## src/rtl/display_pkg.sv

```systemverilog
// Shared definitions for the display frame scheduler and display_driver benches:
// FSM state encodings and the address/pixel width derivations.
package display_pkg;

  localparam logic [1:0] ST_FILL  = 2'd0;
  localparam logic [1:0] ST_READY = 2'd1;
  localparam logic [1:0] ST_SWAP  = 2'd2;

  function automatic int calc_aw(input int rows, input int columns);
    return $clog2(rows) + $clog2(columns);
  endfunction

  function automatic int calc_pw(input int bitwidth, input int segments);
    return bitwidth * 3 * segments;
  endfunction

  function automatic bit is_pow2(input int n);
    return (n > 0) && ((n & (n - 1)) == 0);
  endfunction

endpackage

```

## src/rtl/display_fb_writer.sv

```systemverilog
// Back-page write port: raster pointer, frame length check and the registered
// BRAM write interface.
module display_fb_writer
  import display_pkg::*;
#(
  parameter int AW       = 8,
  parameter int PW       = 24,
  parameter int SEGMENTS = 1
) (
  input  logic          clk,
  input  logic          rst,
  input  logic          accept,
  input  logic          wr_last,
  input  logic [PW-1:0] wr_data,
  input  logic          back_page,
  input  logic          clear,
  output logic          frame_done,
  output logic          mem_we,
  output logic [AW:0]   mem_waddr,
  output logic [PW-1:0] mem_wdata,
  output logic          err_len
);

  localparam int SW = PW / SEGMENTS;
  // The page holds exactly 2^AW pixels, so the final pixel index is all ones.
  localparam logic [AW-1:0] LAST_PTR = '1;

  logic [AW-1:0] wr_ptr_reg, wr_ptr_next;
  logic          err_len_reg, err_len_next;
  logic          mem_we_reg;
  logic [AW:0]   mem_waddr_reg;
  logic          at_end;

  assign at_end     = (wr_ptr_reg == LAST_PTR);
  assign frame_done = accept && wr_last && at_end;

  always_comb begin
    wr_ptr_next  = wr_ptr_reg;
    err_len_next = err_len_reg;
    if (clear) begin
      wr_ptr_next = '0;
    end else if (accept) begin
      if (wr_last && !at_end) begin
        // Short frame: drop it and restart the page from pixel 0.
        wr_ptr_next  = '0;
        err_len_next = 1'b1;
      end else begin
        wr_ptr_next = wr_ptr_reg + 1'b1;
        if (at_end && !wr_last) begin
          err_len_next = 1'b1;
        end
      end
    end
  end

  always_ff @(posedge clk or negedge rst) begin
    if (!rst) begin
      wr_ptr_reg    <= '0;
      err_len_reg   <= 1'b0;
      mem_we_reg    <= 1'b0;
      mem_waddr_reg <= '0;
    end else begin
      wr_ptr_reg  <= wr_ptr_next;
      err_len_reg <= err_len_next;
      mem_we_reg  <= accept;
      if (accept) begin
        mem_waddr_reg <= {back_page, wr_ptr_reg};
      end
    end
  end

  genvar gi;
  generate
    for (gi = 0; gi < SEGMENTS; gi++) begin : g_seg
      logic [SW-1:0] seg_reg;
      always_ff @(posedge clk or negedge rst) begin
        if (!rst) begin
          seg_reg <= '0;
        end else if (accept) begin
          seg_reg <= wr_data[gi*SW +: SW];
        end
      end
      assign mem_wdata[gi*SW +: SW] = seg_reg;
    end
  endgenerate

  assign mem_we    = mem_we_reg;
  assign mem_waddr = mem_waddr_reg;
  assign err_len   = err_len_reg;

endmodule

```

## src/rtl/display_frame_scheduler.sv

```systemverilog
// Double-buffered frame scheduler: renders into the back page and flips pages
// only at the driver's end of frame; holds the driver in reset until frame one.
module display_frame_scheduler
  import display_pkg::*;
#(
  parameter int segments = 1,
  parameter int rows     = 8,
  parameter int columns  = 32,
  parameter int bitwidth = 8,
  localparam int AW = calc_aw(rows, columns),
  localparam int PW = calc_pw(bitwidth, segments),
  localparam int RW = $clog2(rows),
  localparam int CW = $clog2(columns)
) (
  input  logic          clk,
  input  logic          rst,
  input  logic          frame_complete,
  input  logic [RW-1:0] row,
  input  logic [CW-1:0] column,
  output logic [AW:0]   rd_addr,
  input  logic          wr_valid,
  output logic          wr_ready,
  input  logic [PW-1:0] wr_data,
  input  logic          wr_last,
  output logic          mem_we,
  output logic [AW:0]   mem_waddr,
  output logic [PW-1:0] mem_wdata,
  output logic          drv_rst,
  output logic          err_len,
  output logic [15:0]   frame_count
);

  generate
    if (!is_pow2(rows) || !is_pow2(columns) || (rows * columns != (1 << AW))) begin : g_bad_geom
      $error("display_frame_scheduler: rows and columns must be powers of two");
    end
  endgenerate

  logic [1:0]  state_reg, state_next;
  logic        disp_page_reg;
  logic        shown_reg;
  logic        drv_rst_reg;
  logic        ready_en_reg;
  logic [15:0] frame_count_reg;
  logic        accept;
  logic        frame_done;
  logic        in_swap;

  assign wr_ready = ready_en_reg && (state_reg == ST_FILL);
  assign accept   = wr_valid && wr_ready;
  assign in_swap  = (state_reg == ST_SWAP);
  // Purely combinational so the driver's address-to-pixel latency is untouched.
  assign rd_addr  = {disp_page_reg, row, column};

  display_fb_writer #(
    .AW       (AW),
    .PW       (PW),
    .SEGMENTS (segments)
  ) u_writer (
    .clk        (clk),
    .rst        (rst),
    .accept     (accept),
    .wr_last    (wr_last),
    .wr_data    (wr_data),
    .back_page  (~disp_page_reg),
    .clear      (in_swap),
    .frame_done (frame_done),
    .mem_we     (mem_we),
    .mem_waddr  (mem_waddr),
    .mem_wdata  (mem_wdata),
    .err_len    (err_len)
  );

  // READY only looks at frame_complete while it is in READY, so a pulse that
  // coincides with the final FILL accept is deliberately ignored.
  always_comb begin
    state_next = state_reg;
    case (state_reg)
      ST_FILL:  if (frame_done) state_next = ST_READY;
      ST_READY: if (!shown_reg || frame_complete) state_next = ST_SWAP;
      ST_SWAP:  state_next = ST_FILL;
      default:  state_next = ST_FILL;
    endcase
  end

  always_ff @(posedge clk or negedge rst) begin
    if (!rst) begin
      state_reg       <= ST_FILL;
      disp_page_reg   <= 1'b0;
      shown_reg       <= 1'b0;
      drv_rst_reg     <= 1'b1;
      ready_en_reg    <= 1'b0;
      frame_count_reg <= '0;
    end else begin
      state_reg    <= state_next;
      ready_en_reg <= 1'b1;
      if (in_swap) begin
        disp_page_reg <= ~disp_page_reg;
        shown_reg     <= 1'b1;
        drv_rst_reg   <= 1'b0;
      end
      if (frame_complete && !drv_rst_reg) begin
        frame_count_reg <= frame_count_reg + 16'd1;
      end
    end
  end

  assign drv_rst     = drv_rst_reg;
  assign frame_count = frame_count_reg;

endmodule
```

## config.mk

```make
export PLATFORM = sky130hd
export DESIGN_NAME = display_frame_scheduler
export DESIGN_NICKNAME = d
export VERILOG_FILES = /design/src/rtl/display_pkg.sv /design/src/rtl/display_fb_writer.sv /design/src/rtl/display_frame_scheduler.sv
export SDC_FILE = /design/constraint.sdc
export NUM_CORES = 1
export LEC_CHECK = 0
export ABC_AREA = 1
export BUFFER_PORTS_ARGS = -buffer_cell sky130_fd_sc_hd__buf_2
export CAP_MARGIN = 20
export CORE_MARGIN = 2
export CORE_UTILIZATION = 50
export CTS_BUF_LIST = sky130_fd_sc_hd__clkbuf_8 sky130_fd_sc_hd__clkbuf_16
export CTS_CLUSTER_SIZE = 28
export DETAILED_ROUTE_END_ITERATION = 8
export PLACE_DENSITY = 0.81
export SYNTH_ARGS = -nofsm -noshare
export SYNTH_HDL_FRONTEND = slang
export SYNTH_SLANG_ARGS = --single-unit
```

## constraint.sdc

```tcl
create_clock -name clk -period 2 [get_ports clk]
set_input_delay 0.1 -clock clk [delete_from_list [all_inputs] [get_ports clk]]
set_output_delay 0.1 -clock clk [all_outputs]
set_load 0.02 [all_outputs]
```

==> results.sh <==
export IMPL_syn_inst=326
export IMPL_r2r_end="u_writer.wr_ptr_reg[4]"
export IMPL_yosysWarnings=0
export IMPL_path_max_fanout=4
export IMPL_core_um2=5507
export IMPL_yosys_area_top_type="dfrtp_1"
export IMPL_drtIter0Drc=132
export IMPL_nNetsFinal=472
export IMPL_cts_tree="built"
export IMPL_p_leak_nw=2.049
export IMPL_viasPerCell=4.755
export IMPL_crit_slowest_cell="dfrtp_1"
export IMPL_hold_start="wr_data[18]"
export IMPL_clock_latency_ps=320
export IMPL_finalSetupViolCount=0
export IMPL_path_class="reg2reg"
export IMPL_hold_path_class="in2reg"
export IMPL_grt_max_degree=66
export IMPL_die_x_um=79.40
export IMPL_largest_reg_flops=24
export IMPL_synth_mux_area_fraction=0
export IMPL_cts_root_buf="clkbuf_8"
export IMPL_synthDistinctLibCells=26
export IMPL_power_w=0.003341
export IMPL_fillers=454
export IMPL_worst_slack_ps=219.2
export IMPL_dieArea_um2=6304
export IMPL_whs_endpoint="u_writer.mem_wdata[18]"
export IMPL_drive_above_1_share=0.2488
export IMPL_finalMaxSlewViolations=0
export IMPL_synth_adder_area_share=0.01320
export IMPL_io_pins=99
export IMPL_setup_tns_ps=0
export IMPL_overflow=0
export IMPL_grt_antenna_before_repair=0
export IMPL_synth_area_um2=2843
export IMPL_routed_via_count=2406
export IMPL_remaining_drc_errors=0
export IMPL_path_common_cell="nand2_1"
export IMPL_detail_route_wl_per_cell_um=12.25
export IMPL_ant_nets=0
export IMPL_clk_path_buf_depth=2
export IMPL_synth_top_cells_by_count="nand2_1 (138), dfrtp_1 (64), inv_1 (27)"
export IMPL_synth_compound_area_share=0.04049
export IMPL_grt_pass1_vias=2312
export IMPL_grt_pass1_wl_um=10210
export IMPL_io_buffers=82
export IMPL_place_gp_congestion=0.8283
export IMPL_wirelength_um=6199
export IMPL_syn_nets=366
export IMPL_worst_path_largest_cell_delay_ps=390
export IMPL_worstSetupStartpointType="register"
export IMPL_required_ps=2240
export IMPL_synth_seq_cells=65
export IMPL_grt_use_total=0.2090
export IMPL_path_clk_slew_ps=60
export IMPL_r2r_worst_path_cells=10
export IMPL_synth_top_family_by_area="simple AND/OR/NAND/NOR gates"
export IMPL_synthSimpleGateAreaFrac=0.2562
export IMPL_r2r_slack_ps=220
export IMPL_synth_enable_flop_cells=0
export IMPL_yosysTopAreaCellShare=0.5634
export IMPL_hold_depth=3
export IMPL_antenna_cells=0
export IMPL_synth_xor_area_frac=0.03697
export IMPL_synth_area_leaders="dfrtp_1 (56%), nand2_1 (18%), inv_1 (3.6%)"
export IMPL_crit_chain="ha_1 -> nand2_1 -> nor2_2 -> nand2_1 -> ha_1 -> inv_1 -> nand2_1 -> nand2_1 -> nand2_1 -> a21oi_1"
export IMPL_core_rowCount=27
export IMPL_die_height_um=79.40
export IMPL_finalCriticalPeriod_ps=1781
export IMPL_max_cap_viol_count=0
export IMPL_vdd_drop_max_uv=817.3
export IMPL_synth_most_common_cell="nand2_1"
export IMPL_numCtsBuffers=9
export IMPL_clock_skew_ps=4.949
export IMPL_initial_core_util=0.5162
export IMPL_ys_seq_area_frac=0.5726
export IMPL_powerDensity_nw_per_um2=904.8
export IMPL_status="finished, final reports clean"
export IMPL_area_growth_pct=29.89
export IMPL_hold_viol=0
export IMPL_dp_hpwl_um=4023
export IMPL_drtPass1Iterations=4
export IMPL_r2r_start="u_writer.wr_ptr_reg[0]"
export IMPL_dp_slack_ps=210.2
export IMPL_clock_sinks=65
export IMPL_final_core_util=0.6705
export IMPL_fmax_mhz=561.6
export IMPL_critPathCaptureType="register"
export IMPL_h_tree_depth=3
export IMPL_synth_ff_type="dfrtp_1"
export IMPL_cp_arrival_ps=2020
export IMPL_avgSynthCellArea_um2=8.720
export IMPL_timing_final_crit_share=0.8904
export IMPL_ys_async_sr_fraction=1.000
==> kinds of logic after synthesis <==
family,Yosys count
flops,65
compound gates,21
simple gates,179
fa+ha+maj,3
other cells,1
buf+inv,45
xor+xnor,12
==> repair_timing <==
action	4_1_cts	5_1_grt
setup buffers	0	1
endpoints found under the hold margin	87	0
hold buffers	24	0
setup endpoints to repair	0	1
resized for setup	0	1
==> metrics by stage <==
| stage | hold WS [ps] | cell area (um2) | std cells |
|---|---|---|---|
| after floorplan | -195.6 | 2843 | 326 |
| after global placement | 137.7 | 3273 | 468 |
| after detailed placement | 142.2 | 3273 | 468 |
| after CTS | 2.619 | 3682 | 505 |
| after global routing | 1.770 | 3692 | 506 |
| final | 5.676 | 3692 | 506 |
==> worst max path at each step <==
stage | end | depth (start not counted) | from | slack (ps)
6_report | u_writer.wr_ptr_reg[4] | 10 | u_writer.wr_ptr_reg[0] | 220
5_1_grt | u_writer.wr_ptr_reg[4] | 10 | u_writer.wr_ptr_reg[0] | -30
4_1_cts | u_writer.wr_ptr_reg[4] | 10 | u_writer.wr_ptr_reg[0] | 190
3_5_place_dp | u_writer.wr_ptr_reg[4] | 10 | u_writer.wr_ptr_reg[0] | 210
3_3_place_gp | u_writer.wr_ptr_reg[4] | 10 | u_writer.wr_ptr_reg[0] | 320
2_1_floorplan | u_writer.wr_ptr_reg[4] | 10 | u_writer.wr_ptr_reg[0] | 440
==> worst max-delay path: cells and delay by family, from the launching register on <==
family                   cells  cell delay, ps
AO/OA/AOI/OAI                1             150
buffers and inverters        1              70
AND/OR/NAND/NOR              6             660
flip-flops                   1             390
adder cells (fa/ha/maj)      2             420
==> area by class of cell <==
| class | count | area (um2) | area share |
|---|---|---|---|
| inverters | 28 | 105.1 | 0.02846 |
| repair buffers | 112 | 708.2 | 0.1918 |
| multi-input cells | 216 | 992.2 | 0.2687 |
| flip-flops and latches | 65 | 1628 | 0.4409 |
| well taps | 72 | 90.09 | 0.02440 |
| clock inverters | 1 | 3.754 | 0.001017 |
| clock buffers | 12 | 165.2 | 0.04473 |
==> where the power goes <==
part	internal, W	switching, W	total (W)
registers	0.00149	0.000147	0.00164
clock network	0.000526	0.000427	0.000953
logic	0.000285	0.000467	0.000752
total	0.00230	0.00104	0.00334
==> placed cells by master, fill, tap and decap left out <==
cell type	n
nand2_1	138
buf_2	82
dfrtp_1	64
inv_1	28
dlygate4sd3_1	24
nor2_1	17
nand3_1	12
clkbuf_8	12
o21ai_0	11
xor2_1	9
a21oi_1	7
buf_4	5
nor3_1	4
xnor2_1	3
ha_1	3
nand3_2	2
nand4_1	2
nor2_2	1
inv_2	1
nor3b_1	1
nor3_4	1
a31o_2	1
nand2_2	1
o41ai_1	1
a21boi_1	1
dfstp_2	1
buf_12	1
conb_1	1
==> per-layer routing <==
| metal | global-route usage | wire [um] |
|---|---|---|
| met4 | 0.1034 | 161 |
| met1 | 0.2508 | 2674 |
| met5 | 0 | 0 |
| met2 | 0.3602 | 3095 |
| met3 | 0.03959 | 269 |
Note: power is estimated with default switching activity, not from simulation.
